## src/rtl/controle_navegacao_if.sv

```systemverilog
// Bus between the navigation sequencer and its surroundings:
// sensor/command inputs plus actuator and position outputs.
interface controle_navegacao_if #(
  parameter int W = 4
);
  logic         iniciar;
  logic         parar;
  logic         sensor_frente;
  logic         sensor_esquerda;
  logic         lixo;
  logic [2:0]   orientacao;
  logic         girar;
  logic         avancar;
  logic         remover;
  logic         ocupado;
  logic         preso;
  logic [W-1:0] pos_x;
  logic [W-1:0] pos_y;

  modport slave (
    input  iniciar, parar, sensor_frente, sensor_esquerda, lixo, orientacao,
    output girar, avancar, remover, ocupado, preso, pos_x, pos_y
  );

  modport master (
    output iniciar, parar, sensor_frente, sensor_esquerda, lixo, orientacao,
    input  girar, avancar, remover, ocupado, preso, pos_x, pos_y
  );
endinterface

```

## src/rtl/controle_navegacao.sv

```systemverilog
// Left-hand wall-following sequencer: decides turns/steps from the sensors,
// pulses the orientation unit, drives the motor/brush and tracks grid position.
module controle_navegacao #(
  parameter int W             = 4,
  parameter int PASSO_CICLOS  = 8,
  parameter int LIMPA_CICLOS  = 4,
  parameter int ESPERA_SENSOR = 2,
  parameter int MAX_GIROS     = 4
) (
  input logic                   clockc3,
  input logic                   reset,
  controle_navegacao_if.slave   bus
);

  localparam logic [2:0] PARADO   = 3'd0;
  localparam logic [2:0] DECIDE   = 3'd1;
  localparam logic [2:0] GIRA_ESQ = 3'd2;
  localparam logic [2:0] GIRA_DIR = 3'd3;
  localparam logic [2:0] ESPERA   = 3'd4;
  localparam logic [2:0] AVANCA   = 3'd5;
  localparam logic [2:0] LIMPA    = 3'd6;
  localparam logic [2:0] PRESO    = 3'd7;

  localparam int CMAX_A = (PASSO_CICLOS > LIMPA_CICLOS) ? PASSO_CICLOS : LIMPA_CICLOS;
  localparam int CMAX_B = (CMAX_A > ESPERA_SENSOR) ? CMAX_A : ESPERA_SENSOR;
  localparam int CMAX   = (CMAX_B > 5) ? CMAX_B : 5;
  localparam int CW     = $clog2(CMAX + 1);
  localparam int GW     = $clog2(MAX_GIROS + 1);

  localparam logic [CW-1:0] PASSO_FIM  = CW'(PASSO_CICLOS - 1);
  localparam logic [CW-1:0] LIMPA_FIM  = CW'(LIMPA_CICLOS - 1);
  localparam logic [CW-1:0] ESPERA_FIM = CW'(ESPERA_SENSOR - 1);
  localparam logic [CW-1:0] GIRA_FIM   = CW'(4);
  localparam logic [GW-1:0] GIRO_MAX   = GW'(MAX_GIROS);

  localparam logic [2:0] NORTE = 3'b001;
  localparam logic [2:0] OESTE = 3'b010;
  localparam logic [2:0] LESTE = 3'b011;
  localparam logic [2:0] SUL   = 3'b100;

  function automatic logic [W-1:0] sat_inc(input logic [W-1:0] v);
    return (v == {W{1'b1}}) ? v : v + 1'b1;
  endfunction

  function automatic logic [W-1:0] sat_dec(input logic [W-1:0] v);
    return (v == '0) ? v : v - 1'b1;
  endfunction

  logic [2:0]    state_q, state_d;
  logic [CW-1:0] cnt_q, cnt_d;
  logic [GW-1:0] giro_q, giro_d, giro_inc;
  logic          pos_esq_q, pos_esq_d;
  logic [W-1:0]  pos_x_q, pos_x_d, pos_y_q, pos_y_d;
  logic          girar_q, girar_d;
  logic          avancar_q, avancar_d;
  logic          remover_q, remover_d;
  logic          ocupado_q, ocupado_d;
  logic          preso_q, preso_d;

  assign giro_inc = giro_q + 1'b1;

  always_comb begin
    state_d   = state_q;
    cnt_d     = cnt_q;
    giro_d    = giro_q;
    pos_esq_d = pos_esq_q;
    pos_x_d   = pos_x_q;
    pos_y_d   = pos_y_q;
    if (bus.parar) begin
      state_d = PARADO;
      cnt_d   = '0;
    end else begin
      case (state_q)
        PARADO: if (bus.iniciar) begin
          state_d = DECIDE;
          giro_d  = '0;
          cnt_d   = '0;
        end
        DECIDE: begin
          cnt_d = '0;
          if (!bus.sensor_esquerda)    state_d = GIRA_ESQ;
          else if (!bus.sensor_frente) state_d = AVANCA;
          else                         state_d = GIRA_DIR;
        end
        GIRA_ESQ: begin
          state_d   = ESPERA;
          pos_esq_d = 1'b1;
          cnt_d     = '0;
        end
        // Three left pulses spaced by idle cycles make one right turn.
        GIRA_DIR: begin
          if (cnt_q == GIRA_FIM) begin
            cnt_d  = '0;
            giro_d = giro_inc;
            if (giro_inc == GIRO_MAX) begin
              state_d = PRESO;
            end else begin
              state_d   = ESPERA;
              pos_esq_d = 1'b0;
            end
          end else begin
            cnt_d = cnt_q + 1'b1;
          end
        end
        // After a left turn only the front is checked, so it never spins left.
        ESPERA: begin
          if (cnt_q == ESPERA_FIM) begin
            cnt_d = '0;
            if (pos_esq_q) state_d = bus.sensor_frente ? GIRA_DIR : AVANCA;
            else           state_d = DECIDE;
          end else begin
            cnt_d = cnt_q + 1'b1;
          end
        end
        AVANCA: begin
          if (cnt_q == PASSO_FIM) begin
            cnt_d  = '0;
            giro_d = '0;
            case (bus.orientacao)
              NORTE:   pos_y_d = sat_inc(pos_y_q);
              SUL:     pos_y_d = sat_dec(pos_y_q);
              LESTE:   pos_x_d = sat_inc(pos_x_q);
              OESTE:   pos_x_d = sat_dec(pos_x_q);
              default: ;
            endcase
            state_d = bus.lixo ? LIMPA : DECIDE;
          end else begin
            cnt_d = cnt_q + 1'b1;
          end
        end
        LIMPA: begin
          if (cnt_q == LIMPA_FIM) begin
            cnt_d   = '0;
            state_d = DECIDE;
          end else begin
            cnt_d = cnt_q + 1'b1;
          end
        end
        PRESO:   state_d = PRESO;
        default: state_d = PARADO;
      endcase
    end
  end

  // Outputs are decoded from the next state so they register in step with it.
  always_comb begin
    girar_d   = (state_d == GIRA_ESQ) || ((state_d == GIRA_DIR) && !cnt_d[0]);
    avancar_d = (state_d == AVANCA);
    remover_d = (state_d == LIMPA);
    ocupado_d = (state_d != PARADO);
    preso_d   = (state_d == PRESO);
  end

  always_ff @(posedge clockc3 or negedge reset) begin
    if (!reset) begin
      state_q   <= PARADO;
      cnt_q     <= '0;
      giro_q    <= '0;
      pos_esq_q <= 1'b0;
      pos_x_q   <= '0;
      pos_y_q   <= '0;
      girar_q   <= 1'b0;
      avancar_q <= 1'b0;
      remover_q <= 1'b0;
      ocupado_q <= 1'b0;
      preso_q   <= 1'b0;
    end else begin
      state_q   <= state_d;
      cnt_q     <= cnt_d;
      giro_q    <= giro_d;
      pos_esq_q <= pos_esq_d;
      pos_x_q   <= pos_x_d;
      pos_y_q   <= pos_y_d;
      girar_q   <= girar_d;
      avancar_q <= avancar_d;
      remover_q <= remover_d;
      ocupado_q <= ocupado_d;
      preso_q   <= preso_d;
    end
  end

  assign bus.girar   = girar_q;
  assign bus.avancar = avancar_q;
  assign bus.remover = remover_q;
  assign bus.ocupado = ocupado_q;
  assign bus.preso   = preso_q;
  assign bus.pos_x   = pos_x_q;
  assign bus.pos_y   = pos_y_q;

endmodule

```

## src/flat_wrapper.sv

```systemverilog
// flat-port wrapper written by rule: the top's interface ports become plain ports
module controle_navegacao_flat 
#(
  parameter int W             = 4,
  parameter int PASSO_CICLOS  = 8,
  parameter int LIMPA_CICLOS  = 4,
  parameter int ESPERA_SENSOR = 2,
  parameter int MAX_GIROS     = 4
)
  (clockc3, reset, bus_iniciar, bus_parar, bus_sensor_frente, bus_sensor_esquerda, bus_lixo, bus_orientacao, bus_girar, bus_avancar, bus_remover, bus_ocupado, bus_preso, bus_pos_x, bus_pos_y);
  controle_navegacao_if #(.W(W)) bus_i ();
  input logic clockc3;
  input logic reset;
  input wire logic [$bits(bus_i.iniciar)-1:0] bus_iniciar;
  input wire logic [$bits(bus_i.parar)-1:0] bus_parar;
  input wire logic [$bits(bus_i.sensor_frente)-1:0] bus_sensor_frente;
  input wire logic [$bits(bus_i.sensor_esquerda)-1:0] bus_sensor_esquerda;
  input wire logic [$bits(bus_i.lixo)-1:0] bus_lixo;
  input wire logic [$bits(bus_i.orientacao)-1:0] bus_orientacao;
  output wire logic [$bits(bus_i.girar)-1:0] bus_girar;
  output wire logic [$bits(bus_i.avancar)-1:0] bus_avancar;
  output wire logic [$bits(bus_i.remover)-1:0] bus_remover;
  output wire logic [$bits(bus_i.ocupado)-1:0] bus_ocupado;
  output wire logic [$bits(bus_i.preso)-1:0] bus_preso;
  output wire logic [$bits(bus_i.pos_x)-1:0] bus_pos_x;
  output wire logic [$bits(bus_i.pos_y)-1:0] bus_pos_y;
  assign bus_i.iniciar = bus_iniciar;
  assign bus_i.parar = bus_parar;
  assign bus_i.sensor_frente = bus_sensor_frente;
  assign bus_i.sensor_esquerda = bus_sensor_esquerda;
  assign bus_i.lixo = bus_lixo;
  assign bus_i.orientacao = bus_orientacao;
  assign bus_girar = bus_i.girar;
  assign bus_avancar = bus_i.avancar;
  assign bus_remover = bus_i.remover;
  assign bus_ocupado = bus_i.ocupado;
  assign bus_preso = bus_i.preso;
  assign bus_pos_x = bus_i.pos_x;
  assign bus_pos_y = bus_i.pos_y;
  controle_navegacao #(.W(W), .PASSO_CICLOS(PASSO_CICLOS), .LIMPA_CICLOS(LIMPA_CICLOS), .ESPERA_SENSOR(ESPERA_SENSOR), .MAX_GIROS(MAX_GIROS)) u_core (.clockc3(clockc3), .reset(reset), .bus(bus_i));
endmodule
```

## config.mk

```make
export PLATFORM = sky130hd
export DESIGN_NAME = controle_navegacao_flat
export DESIGN_NICKNAME = d
export VERILOG_FILES = /design/src/rtl/controle_navegacao_if.sv /design/src/rtl/controle_navegacao.sv /design/src/flat_wrapper.sv
export SDC_FILE = /design/constraint.sdc
export NUM_CORES = 1
export LEC_CHECK = 0
export CORE_ASPECT_RATIO = 0.5
export CORE_UTILIZATION = 45
export CTS_BUF_LIST = sky130_fd_sc_hd__clkbuf_8
export CTS_CLUSTER_SIZE = 16
export DETAILED_ROUTE_END_ITERATION = 10
export GPL_TIMING_DRIVEN = 0
export PLACE_DENSITY_LB_ADDON = 0.3
export SETUP_SLACK_MARGIN = 0.15
export SYNTH_ARGS = -nofsm -noshare
export SYNTH_HDL_FRONTEND = slang
export SYNTH_SLANG_ARGS = --single-unit
```

## constraint.sdc

```tcl
create_clock -name clockc3 -period 5.2 [get_ports clockc3]
set_clock_uncertainty 0.15 [all_clocks]
set_input_delay 1.04 -clock clockc3 [delete_from_list [all_inputs] [get_ports clockc3]]
set_output_delay 1.04 -clock clockc3 [all_outputs]
set_load 0.05 [all_outputs]
```

# [Word level (Yosys, flattened, before mapping)]
# Index checks and enable logic that the tools add are counted.
[totals] output_inout_bits=13 memories=0 word_cells=101 latchBits=0 register_bits=24 mem_bits_ro=0 ram_bits=0 input_bits=10
[op_classes] reduce_logical=18 eq_ne=32 n_mux=32 n_lt_le_gt_ge=0 shift=0 add_sub_neg=6 mul=0 n_bitwise=1 div_mod_pow=0
[op_table] operator="$mux W4" count=10
[op_table] operator="$mux W3" count=13
[op_table] operator="$eq A3 B3 Y1 const B" count=9
[op_table] operator="$pmux W3 S8" count=1
[op_table] operator="$pmux W4 S6" count=1
[op_table] operator="$eq A3 B2 Y1 const B" count=6
[op_table] operator="$pmux W4 S2" count=2
[op_table] operator="$add A4 B1 Y4 const B" count=3
[op_table] operator="$ne A2 B2 Y1 const B" count=6
[op_table] operator="$reduce_and A6 Y1" count=2
[op_table] operator="$pmux W3 S3" count=1
[op_table] operator="$eq A4 B3 Y1 const B" count=2
[op_table] operator="$eq A4 B4 Y1 const B" count=2
[op_table] operator="$logic_not A4 Y1" count=2
[op_table] operator="$sub A4 B1 Y4 const B" count=2
[op_table] operator="$reduce_bool A7 Y1" count=1
[op_table] operator="$eq A3 B1 Y1 const B" count=2
[op_table] operator="$reduce_bool A2 Y1" count=3
[op_table] operator="$reduce_bool A3 Y1" count=2
[op_table] operator="$reduce_and A5 Y1" count=1
[op_table] operator="$eq A4 B1 Y1 const B" count=1
[op_table] operator="$eq A4 B2 Y1 const B" count=1
[op_table] operator="$ne A2 B1 Y1 const B" count=2
[op_table] operator="$reduce_and A4 Y1" count=1
[op_table] operator="12 further kinds" count=13

# [Longest topological paths before layout]
[depth] depth_word=9 mapped_depth=9 depth_no_buf=9

# [Worst setup path after synthesis]
# Ideal clock, no wire load.
[synth_path] kind="input to register" startpoint="input bus_orientacao[0]" endpoint="register u_core.pos_y_q[3] (netlist: u_core.bus.pos_y[3])" slack_ns=2.493 setup_time_ns=0.145 path_stages=9 t_arrival_ns=2.412 t_required_ns=4.905 n_path_buf=0 cell_sequence="nand2b_1 > or2_2 > inv_1 > ha_1 > a21o_1 > a21oi_1 > xnor2_1 > nor2_1 > xor2_1"
[synth_via] elab_chain_cells=3 elab_cells_between_ends=7 classes_between="4 x eq/ne; 1 x mux; 2 x reduce/logical"
[synth_rtl] item="start, declared" line_no="flat_wrapper.sv:19" text="input wire logic [$bits(bus_i.orientacao)-1:0] bus_orientacao;"
[synth_rtl] item="$eq A3 B3 Y1 / $eq A3 B1 Y1 (equally long branches)" line_no="controle_navegacao.sv:119" text="case (bus.orientacao)"
[synth_rtl] item="$ne A2 B2 Y1 (no source line) / $reduce_bool A2 Y1 (equally long branches)"
[synth_rtl] item="$reduce_and A6 Y1 (no source line)"
[synth_rtl] item="end signal, assigned" line_no="controle_navegacao.sv:173" text="pos_y_q <= pos_y_d;"
[synth_rtl] item="end, declared" line_no="controle_navegacao.sv:53" text="logic [W-1:0] pos_x_q, pos_x_d, pos_y_q, pos_y_d;"
# Several ways; a longest one is shown, not always the timed one.
# A chain may end at the register's enable or synchronous reset.

# [Worst setup path after layout]
# Ends and elaborated chain as after synthesis.

==> impl_metrics.env <==
export IMPL_core_area_sq_mm=0.00347
export IMPL_routedWlPerCell_um=14.6
export IMPL_post_cts_resize_count=0
export IMPL_finalSetupViolCount=0
export IMPL_power_density_mw_per_mm2=218
export IMPL_grt_pass1_wl_um=5820
export IMPL_final_hold_viol_count=0
export IMPL_cap_violations=0
export IMPL_cts_tree="yes"
export IMPL_synth_main_ff_cell="dfrtp_1"
export IMPL_layout_drive_gt1_share=0.0923
export IMPL_cts_inserted_buffers=3
export IMPL_critPathRequiredTime_ps=5210
export IMPL_drt_total_wl_um=3580
export IMPL_crit_start="bus_orientacao[0]"
export IMPL_power_mw=0.437
export IMPL_rsz0062_at_grt="false"
export IMPL_worstReg2RegEnd="u_core.bus.girar"
export IMPL_synthToLayoutAreaGrowth_pct=21.6
export IMPL_cp_endpoint="u_core.bus.pos_y[3]"
export IMPL_die_x_um=87.5
export IMPL_worstSetupPathType="primary input to flip-flop"
export IMPL_clk_latency_ps=270
export IMPL_fin_crit_sh=0.581
export IMPL_grt_overflow_total=0
export IMPL_avgSynthCellArea_sq_um=9.74
export IMPL_multi_input_area_sq_um=945
export IMPL_post_route_min_period_ps=3020
export IMPL_tns_ps=0
export IMPL_h_tree_depth=1
export IMPL_antenna_cells=0
export IMPL_seq_area_sq_um=601
export IMPL_finalNonFillerCells=246
export IMPL_grt_max_degree=25
export IMPL_post_cts_buffers=0
export IMPL_gp_congestion=0.887
export IMPL_worst_slew_pin_slew_ps=1090
export IMPL_first_global_vias=1209
export IMPL_synth_seq_area_share=0.365
export IMPL_cts_hold_buf=0
export IMPL_netlist_area_sq_mm=0.00165
export IMPL_antenna_found_initial=0
export IMPL_die_height_um=44.8
export IMPL_crit_arrival_ps=3030
export IMPL_n_fill_cell=318
export IMPL_async_reset_ff_frac=1.00
export IMPL_cpPeakStageDelay_ps=460
export IMPL_drv_slew=0
export IMPL_root_buffer="clkbuf_8"
export IMPL_cp_num_cells=10
export IMPL_synth_edf_count=0
export IMPL_final_cell_mix="dfrtp_1 (24), clkdlybuf4s50_1 (22), inv_1 (14)"
export IMPL_ir_drop_uv=98.4
export IMPL_yosysWarnings=0
export IMPL_crit_chain="clkdlybuf4s50_1 -> nand2b_1 -> or2_2 -> inv_1 -> ha_1 -> a21o_1 -> a21oi_1 -> xnor2_1 -> nor2_1 -> xor2_1"
export IMPL_critPathCaptureType="flip-flop"
export IMPL_num_vias=1377
export IMPL_cts_path_max_buffers=2
export IMPL_cp_slowest_cell="clkdlybuf4s50_1"
export IMPL_syn_num_nets=190
export IMPL_rr_startpoint="u_core.cnt_q[0]"
export IMPL_dr_pass1_iters=4
export IMPL_place_hpwl_um=2630
export IMPL_nets=217
export IMPL_initial_core_util=0.474
export IMPL_r2r_slack_ps=2700
export IMPL_drt_iter0_drc=59
export IMPL_cp_top_family="buffers and inverters"
export IMPL_relSlewSlack=0.272
export IMPL_grt_use_total=0.200
export IMPL_yosysUniqueCellTypes=54
export IMPL_numPortBuffers=22
export IMPL_viasPerCell=5.60
export IMPL_fmax_ghz=0.331
export IMPL_rows=15
export IMPL_cp_start_kind="primary input"
export IMPL_dieArea_sq_mm=0.00392
export IMPL_clock_sinks=24
export IMPL_dp_cells=242
export IMPL_final_antenna_net_count=0
export IMPL_worstHoldPathType="flip-flop to flip-flop"
export IMPL_status="finished, final reports clean"
export IMPL_crit_buf_inv=2
export IMPL_reg2reg_depth=8
export IMPL_clk_pin_slew_ps=90
export IMPL_layout_commonest_cell="dfrtp_1"
export IMPL_ys_ff_latch=24
export IMPL_p_leak_nw=0.856
export IMPL_whs_path_depth=1
export IMPL_ios=23
export IMPL_drc=0
export IMPL_crit_fanout=4
export IMPL_syn_inst=169
## cell usage after synthesis, types with 2 or more instances
cell type	number	area, sq um
nand3_1	6	30.0
xor2_1	4	35.0
ha_1	9	113
o31ai_1	2	15.0
dfrtp_1	24	601
o2bb2ai_1	3	26.3
o211ai_1	2	15.0
nor4_1	4	25.0
inv_1	14	52.6
a21o_1	3	22.5
a21oi_1	5	25.0
o32ai_1	3	26.3
fa_1	2	40.0
or2_2	2	12.5
nand4_1	2	12.5
nor3_1	6	30.0
and3b_1	2	17.5
nor2_1	7	26.3
o22ai_1	3	18.8
o21ai_0	5	25.0
nand3b_1	3	22.5
nor2b_1	4	25.0
nand2_1	11	41.3
a22o_1	2	17.5
buf_6	2	22.5
buf_2	2	10.0
or3_1	2	12.5
nand2b_1	5	31.3
nor3b_1	3	22.5
xnor2_1	3	26.3
## layout make-up
| cell class | instances | area share |
|---|---|---|
| multi-input combinational | 124 | 0.472 |
| sequential | 24 | 0.300 |
| timing repair buffer | 22 | 0.110 |
| tap | 51 | 0.0319 |
| inverter | 15 | 0.0281 |
| buffer | 6 | 0.0219 |
| clock buffer | 3 | 0.0206 |
| clock inverter | 1 | 0.0150 |
## state kept, by name (all words and copies together) (netlist names)
signal              cells
u_core.bus.pos_x        4
u_core.bus.pos_y        4
u_core.cnt_q            4
u_core.giro_q           3
u_core.state_q          3
u_core.bus.avancar      1
u_core.bus.girar        1
u_core.bus.ocupado      1
u_core.bus.preso        1
u_core.bus.remover      1
u_core.pos_esq_q        1
## power breakdown
group	switching, mW	internal [mW]
sequential	0.00588	0.192
clock	0.0625	0.103
combinational	0.0438	0.0299
total	0.112	0.325
## per-stage QoR
step                hold slack [ps]  area (sq um)  setup WS (ps)   util
CTS                             360          2000           2170  0.576
global route                    398          2000           2080  0.576
detailed placement              338          1930           1880  0.556
global placement                324          1930           1940  0.556
floorplan                       306          1650           2490      -
finish                          348          2000           2180  0.576
## layer usage
metal	wire length (um)	global-route usage	vias up
met5	0	0	-
met4	84	0.0590	0
met3	198	0.0457	10
met2	1640	0.333	45
met1	1660	0.268	653
li1	-	-	669
## worst min path at each step
stage | from | end | slack [ps]
after global placement | u_core.giro_q[2] | u_core.giro_q[2] | 320
after global routing | u_core.giro_q[2] | u_core.giro_q[2] | 400
after detailed placement | u_core.giro_q[2] | u_core.giro_q[2] | 340
final | u_core.giro_q[2] | u_core.giro_q[2] | 350
after floorplan | u_core.giro_q[2] | u_core.giro_q[2] | 310
after CTS | u_core.giro_q[2] | u_core.giro_q[2] | 360
## logic make-up (layout without fill, tap and decap cells)
family / count (synthesis) / count (layout) / share of synthesized area
buffers and inverters: 21 / 47 / 0.0608
AND/OR/NAND/NOR: 65 / 65 / 0.238
flip-flops: 24 / 24 / 0.365
XOR/XNOR: 7 / 7 / 0.0373
multiplexers: 2 / 2 / 0.0129
AO/OA/AOI/OAI: 39 / 39 / 0.193
adder cells (fa/ha/maj): 11 / 11 / 0.0928
No activity file was read; power rests on OpenSTA's default activity.
